## src/rtl/cfu_unpack_pkg.sv

```systemverilog
// Shared types and lane geometry for the CFU word unpacker.
// Used by cfu_word_unpacker (optional offset feature: CFU_UNPACK_OFFSET_EN).
package cfu_unpack_pkg;

    localparam int LANES    = 4;
    localparam int LANE_W   = 10;
    localparam int OFFSET_W = 9;
    localparam int BYTE_W   = 8;

    typedef enum logic [2:0] {
        ST_IDLE,
        ST_WAIT,
        ST_SETTLE,
        ST_VALID,
        ST_DONE
    } state_t;

endpackage

```

## src/rtl/cfu_lane_offset_add.sv

```systemverilog
// One unpacked lane: sign-extend a buffer byte and add a signed offset.
// Purely combinational; the sum always fits in LANE_W bits, so no saturation.
module cfu_lane_offset_add
    import cfu_unpack_pkg::*;
(
    input  logic [BYTE_W-1:0]   byte_in,
    input  logic [OFFSET_W-1:0] offset,
    output logic [LANE_W-1:0]   lane
);

    logic [LANE_W-1:0] byte_ext;
    logic [LANE_W-1:0] offset_ext;

    assign byte_ext   = {{(LANE_W-BYTE_W){byte_in[BYTE_W-1]}}, byte_in};
    assign offset_ext = {{(LANE_W-OFFSET_W){offset[OFFSET_W-1]}}, offset};
    assign lane       = byte_ext + offset_ext;

endmodule

```

## src/rtl/cfu_word_unpacker.sv

```systemverilog
// Pops int8x4 words from a registered-output buffer and emits four 10-bit lanes.
// Define CFU_UNPACK_OFFSET_EN to add the latched input_offset to every lane.
module cfu_word_unpacker
    import cfu_unpack_pkg::*;
#(
    parameter int WORD_W = 32,
    parameter int CNT_W  = 9
)
(
    input  logic                     clk,
    input  logic                     rst,
    input  logic                     start,
    input  logic                     abort,
    input  logic [CNT_W-1:0]         num_words,
    input  logic [OFFSET_W-1:0]      input_offset,
    output logic                     buf_read_en,
    input  logic [WORD_W-1:0]        buf_read_data,
    input  logic                     buf_read_empty,
    output logic                     out_valid,
    input  logic                     out_ready,
    output logic [LANES*LANE_W-1:0]  out_data,
    output logic                     out_last,
    output logic                     busy,
    output logic                     done
);

`ifdef CFU_UNPACK_OFFSET_EN
    localparam bit OFFSET_EN = 1'b1;
`else
    localparam bit OFFSET_EN = 1'b0;
`endif

    state_t                    state;
    state_t                    state_next;
    logic [CNT_W-1:0]          remaining;
    logic [OFFSET_W-1:0]       offset_q;
    logic [OFFSET_W-1:0]       offset_eff;
    logic [LANES*LANE_W-1:0]   lanes;
    logic                      last_word;
    logic                      handshake;

    assign offset_eff = OFFSET_EN ? offset_q : '0;
    assign last_word  = (remaining == CNT_W'(1));
    // Abort wins over a coincident handshake, so the buffer is never popped on abort.
    assign handshake  = (state == ST_VALID) && out_ready && !abort;

    for (genvar i = 0; i < LANES; i++) begin : g_lane
        cfu_lane_offset_add u_add (
            .byte_in (buf_read_data[BYTE_W*i +: BYTE_W]),
            .offset  (offset_eff),
            .lane    (lanes[LANE_W*i +: LANE_W])
        );
    end

    always_ff @(posedge clk) begin
        if (rst) begin
            state <= ST_IDLE;
        end else begin
            state <= state_next;
        end
    end

    always_ff @(posedge clk) begin
        if (rst) begin
            remaining <= '0;
            offset_q  <= '0;
        end else if ((state == ST_IDLE) && start && !abort) begin
            remaining <= num_words;
            offset_q  <= input_offset;
        end else if (handshake) begin
            remaining <= remaining - CNT_W'(1);
        end
    end

    // SETTLE gives the registered buffer output one cycle to catch up with its count.
    always_comb begin
        state_next = state;
        if (abort) begin
            state_next = ST_IDLE;
        end else begin
            case (state)
                ST_IDLE: begin
                    if (start) begin
                        state_next = (num_words == '0) ? ST_DONE : ST_WAIT;
                    end
                end
                ST_WAIT: begin
                    if (!buf_read_empty) begin
                        state_next = ST_SETTLE;
                    end
                end
                ST_SETTLE: begin
                    state_next = buf_read_empty ? ST_WAIT : ST_VALID;
                end
                ST_VALID: begin
                    if (out_ready) begin
                        state_next = last_word ? ST_DONE : ST_SETTLE;
                    end
                end
                ST_DONE: begin
                    state_next = ST_IDLE;
                end
                default: begin
                    state_next = ST_IDLE;
                end
            endcase
        end
    end

    // Lane data stays stable in VALID because the buffer head only moves on our pop.
    always_comb begin
        out_valid   = (state == ST_VALID);
        out_last    = (state == ST_VALID) && last_word;
        busy        = (state != ST_IDLE);
        done        = (state == ST_DONE);
        buf_read_en = handshake;
        out_data    = (state == ST_VALID) ? lanes : '0;
    end

endmodule

```

## config.mk

```make
export PLATFORM = sky130hd
export DESIGN_NAME = cfu_word_unpacker
export DESIGN_NICKNAME = d
export VERILOG_FILES = /design/src/rtl/cfu_unpack_pkg.sv /design/src/rtl/cfu_lane_offset_add.sv /design/src/rtl/cfu_word_unpacker.sv
export SDC_FILE = /design/constraint.sdc
export NUM_CORES = 1
export LEC_CHECK = 0
export CAP_MARGIN = 20
export CELL_PAD_IN_SITES_DETAIL_PLACEMENT = 0
export CELL_PAD_IN_SITES_GLOBAL_PLACEMENT = 1
export CORE_MARGIN = 8
export CORE_UTILIZATION = 20
export DETAILED_ROUTE_END_ITERATION = 10
export PLACE_DENSITY_LB_ADDON = 0.25
export SYNTH_ARGS = -nofsm -noshare
export SYNTH_HDL_FRONTEND = slang
export SYNTH_SLANG_ARGS = --single-unit
```

## constraint.sdc

```tcl
create_clock -name clk -period 3.2 [get_ports clk]
set_input_delay 0.48 -clock clk [delete_from_list [all_inputs] [get_ports clk]]
set_output_delay 0.48 -clock clk [all_outputs]
set_load 0.02 [all_outputs]
```

==> impl_metrics.env, run 1 <==
export IMPL_multi_input_area_um2=690.7
export IMPL_worstPathArrival_ns=2.14
export IMPL_synthCells=142
export IMPL_grt_usage_pct=10.07
export IMPL_nNetsFinal=283
export IMPL_portBuffers=91
export IMPL_syn2layout_area_growth_pct=92.83
export IMPL_cts_resized_gates=0
export IMPL_htree_levels=1
export IMPL_finalNonFillerCells=293
export IMPL_cp_required_ns=2.72
export IMPL_fill_cells=555
export IMPL_numCtsBuffers=3
export IMPL_final_common_cell="clkdlybuf4s50_1"
export IMPL_cts_hold_buffers=0
export IMPL_routed_wirelength_um=4382
export IMPL_power_density_mw_per_mm2=207.8
export IMPL_route_detailed_drc=0
export IMPL_setup_slack_ns=0.5850
export IMPL_ys_flop_type="dfxtp_1"
export IMPL_synth_warnings=0
export IMPL_insertion_delay_ns=0.24
export IMPL_finalSetupViolations=0
export IMPL_die_w_um=88.36
export IMPL_seq_area_frac_synth_pct=22.94
export IMPL_placed_cells=290
export IMPL_core_area_mm2=0.005075
export IMPL_end_kind="primary output"
export IMPL_slew_viol_final=0
export IMPL_critPathKind="primary input to primary output"
export IMPL_cp_max_fo=5
export IMPL_synth_net_count=200
export IMPL_relSlewSlack_pct=70.55
export IMPL_drt_iter0_markers=68
export IMPL_ir_drop_mv=0.2576
export IMPL_n_antenna_cell=0
export IMPL_grt_ovfl_total=0
export IMPL_grt_pass1_vias=1227
export IMPL_viasPerCell=4.505
export IMPL_final_util_pct=39.79
export IMPL_rows=26
export IMPL_ys_types=37
export IMPL_async_reset_ff_share_pct=0
export IMPL_clkTransAtPathRegs_ns=0.05
export IMPL_timing_final_crit_period_ns=2.615
export IMPL_dpl_hpwl_um=3636
export IMPL_place_gp_congestion=0.7490
export IMPL_tightest_slew_ns=0.4377
export IMPL_crit_path_start_kind="primary input"
export IMPL_final_setup_tns_ns=0
export IMPL_drv_cap=0
export IMPL_avgSynthCellArea_um2=7.375
export IMPL_pin_count=101
export IMPL_dr_pass1_iters=4
export IMPL_drive_above_1_share_pct=3.587
export IMPL_final_period_utilization_pct=81.72
export IMPL_netlist_area_mm2=0.001047
export IMPL_antenna_found_initial=0
export IMPL_tritoncts="built"
export IMPL_hp_class="flop to flop"
export IMPL_layout_common_cells="clkdlybuf4s50_1 (91), and2_1 (34), dfxtp_1 (12)"
export IMPL_clock_root_buffer="clkbuf_8"
export IMPL_die_area_mm2=0.007807
export IMPL_hold_viol_final=0
export IMPL_place_ws_ns=0.5837
export IMPL_cts_buffer_depth=2
export IMPL_die_h_um=88.36
export IMPL_status="finished clean"
export IMPL_fin_skew_ns=0.003118
export IMPL_grt_setup_unrepaired="no"
export IMPL_cts_sinks=12
export IMPL_ant_nets=0
export IMPL_fmax_mhz=382.4
export IMPL_start_util_pct=20.64
export IMPL_grt_max_degree=25
export IMPL_wl_per_cell_um=14.96
export IMPL_post_cts_buffers=0
export IMPL_cellLeakagePower_nw=0.7529
export IMPL_synth_edf_count=0
export IMPL_seq_area_um2=240.2
export IMPL_grt_pass1_wl_um=6216
export IMPL_via_count=1320
export IMPL_synth_seq_cells=12
==> path summary, 6_finish.rpt <==
check                    start            to  slack [ns]  cells past startpoint
setup reg to reg  remaining[4]  remaining[8]        1.51                      4
hold / removal    remaining[1]  remaining[1]        0.49                      2
setup / recovery         abort   buf_read_en        0.58                      5
hold reg to reg   remaining[1]  remaining[1]        0.49                      2
==> cells by family after synthesis <==
| kind of cell | share of synthesized area (%) |
|---|---|
| simple gates | 41.94 |
| compound gates | 18.64 |
| buf+inv | 11.11 |
| flops | 22.94 |
| mux | 2.987 |
| fa+ha+maj | 2.389 |
==> cell type report <==
type                    count  area share (%)
repair buffers             94           46.22
multi-input cells         107           34.20
well taps                  70           4.337
flip-flops and latches     12           11.90
clock buffers               3           2.045
inverters                   7           1.301
==> sequential cells by signal, summed over array words and instances (netlist names) <==
signal / flops
remaining: 9
state: 3
==> metal layers <==
metal | wire (um) | vias to the layer above | GRT usage, %
li1 | - | 665 | -
met1 | 1738 | 602 | 11.33
met2 | 2251 | 51 | 18.13
met3 | 373 | 2 | 3.157
met4 | 19 | 0 | 1.843
met5 | 0 | - | 0
==> synth_stat cells (2+ instances only) <==
master	number	area, um2
and3_1	2	12.51
nand2_1	9	33.78
nand3_1	5	25.02
nor2b_1	2	12.51
inv_1	7	26.28
nor2_1	6	22.52
o311ai_0	4	35.03
a21oi_1	4	20.02
a32oi_1	3	26.28
a31oi_1	4	25.02
clkbuf_1	8	30.03
buf_4	8	60.06
or3_1	2	12.51
nor3_1	4	20.02
ha_1	2	25.02
nor4_1	3	18.77
dfxtp_1	12	240.2
or4_1	3	22.52
a211o_1	2	17.52
mux2i_1	2	20.02
and2_1	34	212.7
==> report_power, final <==
part | leakage, nW | internal, W | switching, W
Sequential | 0.0979 | 0.000156 | 0.00000713
Combinational | 0.633 | 0.0000705 | 0.0000431
Clock | 0.0216 | 0.0000832 | 0.0000594
==> stage by stage <==
stage | instance area [um2] | power [W] | hold WS [ns]
2_1_floorplan | 1047 | 0.0002070 | 0.4556
3_3_place_gp | 1978 | 0.0002794 | 0.4707
3_5_place_dp | 1978 | 0.0002795 | 0.4786
4_1_cts | 2019 | 0.0004227 | 0.4855
5_1_grt | 2019 | 0.0004384 | 0.5273
6_report | 2019 | 0.0004196 | 0.4858
==> critical path, cell delays in order <==
cell	delay, ns
clkdlybuf4s50_1	0.44
nor2_1	0.23
nand4_1	0.15
inv_1	0.19
clkdlybuf4s50_1	0.64
No activity file was read; power rests on OpenSTA's default activity.
==> run 2: changes to the inputs <==
--- a/config.mk
+++ b/config.mk
@@ -9,7 +9,7 @@
 export CELL_PAD_IN_SITES_DETAIL_PLACEMENT = 0
 export CELL_PAD_IN_SITES_GLOBAL_PLACEMENT = 1
 export CORE_MARGIN = 8
-export CORE_UTILIZATION = 20
+export CORE_UTILIZATION = 17
 export DETAILED_ROUTE_END_ITERATION = 10
 export PLACE_DENSITY_LB_ADDON = 0.25
 export SYNTH_ARGS = -nofsm -noshare
==> constraint.sdc (replaced) <==
create_clock -name clk -period 2.4 [get_ports clk]
set_input_delay 0.36 -clock clk [delete_from_list [all_inputs] [get_ports clk]]
set_output_delay 0.36 -clock clk [all_outputs]
set_load 0.02 [all_outputs]
==> impl_metrics.env, run 2 (synthesis results as in run 1) <==
export IMPL_status="finished clean"
export IMPL_hold_viol_final=0
export IMPL_dr_pass1_iters=4
export IMPL_layout_common_cells="clkdlybuf4s50_1 (90), and2_1 (34), dfxtp_1 (12)"
export IMPL_cts_buffer_depth=2
export IMPL_drive_above_1_share_pct=6.957
export IMPL_finalSetupViolations=0
export IMPL_cp_required_ns=2.04
export IMPL_critPathKind="flop to primary output"
export IMPL_routed_wirelength_um=4519
export IMPL_critical_path_buf_inv_count=2
export IMPL_die_w_um=94.49
export IMPL_nNetsFinal=290
export IMPL_via_count=1334
export IMPL_power_density_mw_per_mm2=269.7
export IMPL_drt_iter0_markers=53
export IMPL_max_stage_delay_ns=0.63
export IMPL_grt_pass1_wl_um=6465
export IMPL_grt_setup_unrepaired="no"
export IMPL_hp_class="flop to flop"
export IMPL_slew_viol_final=0
export IMPL_pin_count=101
export IMPL_crit_path_start_kind="flop"
export IMPL_clock_root_buffer="clkbuf_8"
export IMPL_end_kind="primary output"
export IMPL_core_area_mm2=0.005956
export IMPL_fmax_mhz=453.1
export IMPL_grt_pass1_vias=1192
export IMPL_grt_usage_pct=9.103
export IMPL_insertion_delay_ns=0.24
export IMPL_cts_sinks=12
export IMPL_grt_max_degree=38
export IMPL_n_antenna_cell=0
export IMPL_fin_skew_ns=0.003960
export IMPL_drv_cap=0
export IMPL_start_util_pct=17.58
export IMPL_path_delay_family="buffers and inverters"
export IMPL_die_h_um=94.49
export IMPL_final_common_cell="clkdlybuf4s50_1"
export IMPL_largestRegisters="remaining (9), state (3)"
export IMPL_cellLeakagePower_nw=0.8116
export IMPL_power_w=0.0005662
export IMPL_htree_levels=1
export IMPL_tightest_slew_ns=0.4406
export IMPL_top_register="remaining"
export IMPL_worstPathArrival_ns=1.85
export IMPL_route_detailed_drc=0
export IMPL_final_setup_tns_ns=0
export IMPL_portBuffers=91
export IMPL_rows=28
export IMPL_viasPerCell=4.374
export IMPL_relSlewSlack_pct=70.53
export IMPL_final_period_utilization_pct=91.97
export IMPL_cp_slowest_cell="clkdlybuf4s50_1"
export IMPL_syn2layout_area_growth_pct=100.5
export IMPL_numCtsBuffers=3
export IMPL_timing_final_crit_period_ns=2.207
export IMPL_largest_reg_flops=9
export IMPL_dpl_hpwl_um=3789
export IMPL_antenna_found_initial=0
export IMPL_clkTransAtPathRegs_ns=0.06
export IMPL_die_area_mm2=0.008927
export IMPL_cp_max_fo=37
export IMPL_ant_nets=0
export IMPL_ir_drop_mv=0.1333
export IMPL_tritoncts="built"
export IMPL_grt_ovfl_total=0
export IMPL_wl_per_cell_um=14.82
export IMPL_crit_chain="nand2_1, nor2_1, buf_12, and2_1, clkdlybuf4s50_1"
export IMPL_place_gp_congestion=0.7338
-- run 2: changes by cell type in the layout (fill, tap and decap cells not counted) --
cell	change
nor4_2	+1
dlymetal6s2s_1	+1
buf_4	+6
buf_12	+1
nor4_1	-1
clkdlybuf4s50_1	-1
-- run 2: where the power goes --
group | switching (W) | internal (W) | leakage (nW) | total [W]
Clock | 0.0000791 | 0.000111 | 0.0216 | 0.000190
Combinational | 0.0000608 | 0.000100 | 0.692 | 0.000161
Sequential | 0.00000681 | 0.000208 | 0.0979 | 0.000215
Total | 0.000147 | 0.000419 | 0.812 | 0.000566
-- run 2: worst paths after layout --
kind	end	from	depth (start not counted)	slack, ns
worst min register to register	remaining[1]	remaining[1]	2	0.48
worst max-delay path	out_data[7]	state[1]	5	0.19
worst max register to register	remaining[8]	remaining[4]	5	0.59
worst min-delay path	remaining[1]	remaining[1]	2	0.48
-- run 2: through the flow --
step / setup WS (ns) / utilization, % / hold WS, ns / instance area, um2 / std cells
global placement: 0.2438 / 34.41 / 0.4759 / 2049 / 302
CTS: 0.05912 / 35.21 / 0.4790 / 2097 / 305
floorplan: 0.2186 / - / 0.4556 / 1047 / 142
finish: 0.1928 / 35.25 / 0.4833 / 2100 / 305
global route: 0.05305 / 35.25 / 0.5229 / 2100 / 305
detailed placement: 0.2575 / 34.41 / 0.4713 / 2049 / 302
-- run 2: layout make-up --
class / count / area [um2]
clock buffer: 3 / 41.29
multi-input combinational: 107 / 696.9
tap: 75 / 93.84
fill: 622 / 3856
inverter: 7 / 26.28
timing repair buffer: 101 / 1001
sequential: 12 / 240.2
-- run 2: layer usage --
metal | global-route usage [%] | wire (um)
met5 | 0 | 0
met3 | 1.270 | 183
met2 | 16.34 | 2503
met4 | 3.511 | 51
met1 | 10.63 | 1781
-- run 2: tightest hold or removal path, stage by stage (launching register included) --
cell	delay, ns
dfxtp_1	0.32
nand3_1	0.06
a21oi_1	0.05
-- run 2: repair_timing --
item,4_1_cts,5_1_grt
resized for setup,1,1
hold endpoints to repair,0,0
hold buffers,0,0
setup endpoints to repair,1,1
buffers inserted,0,0
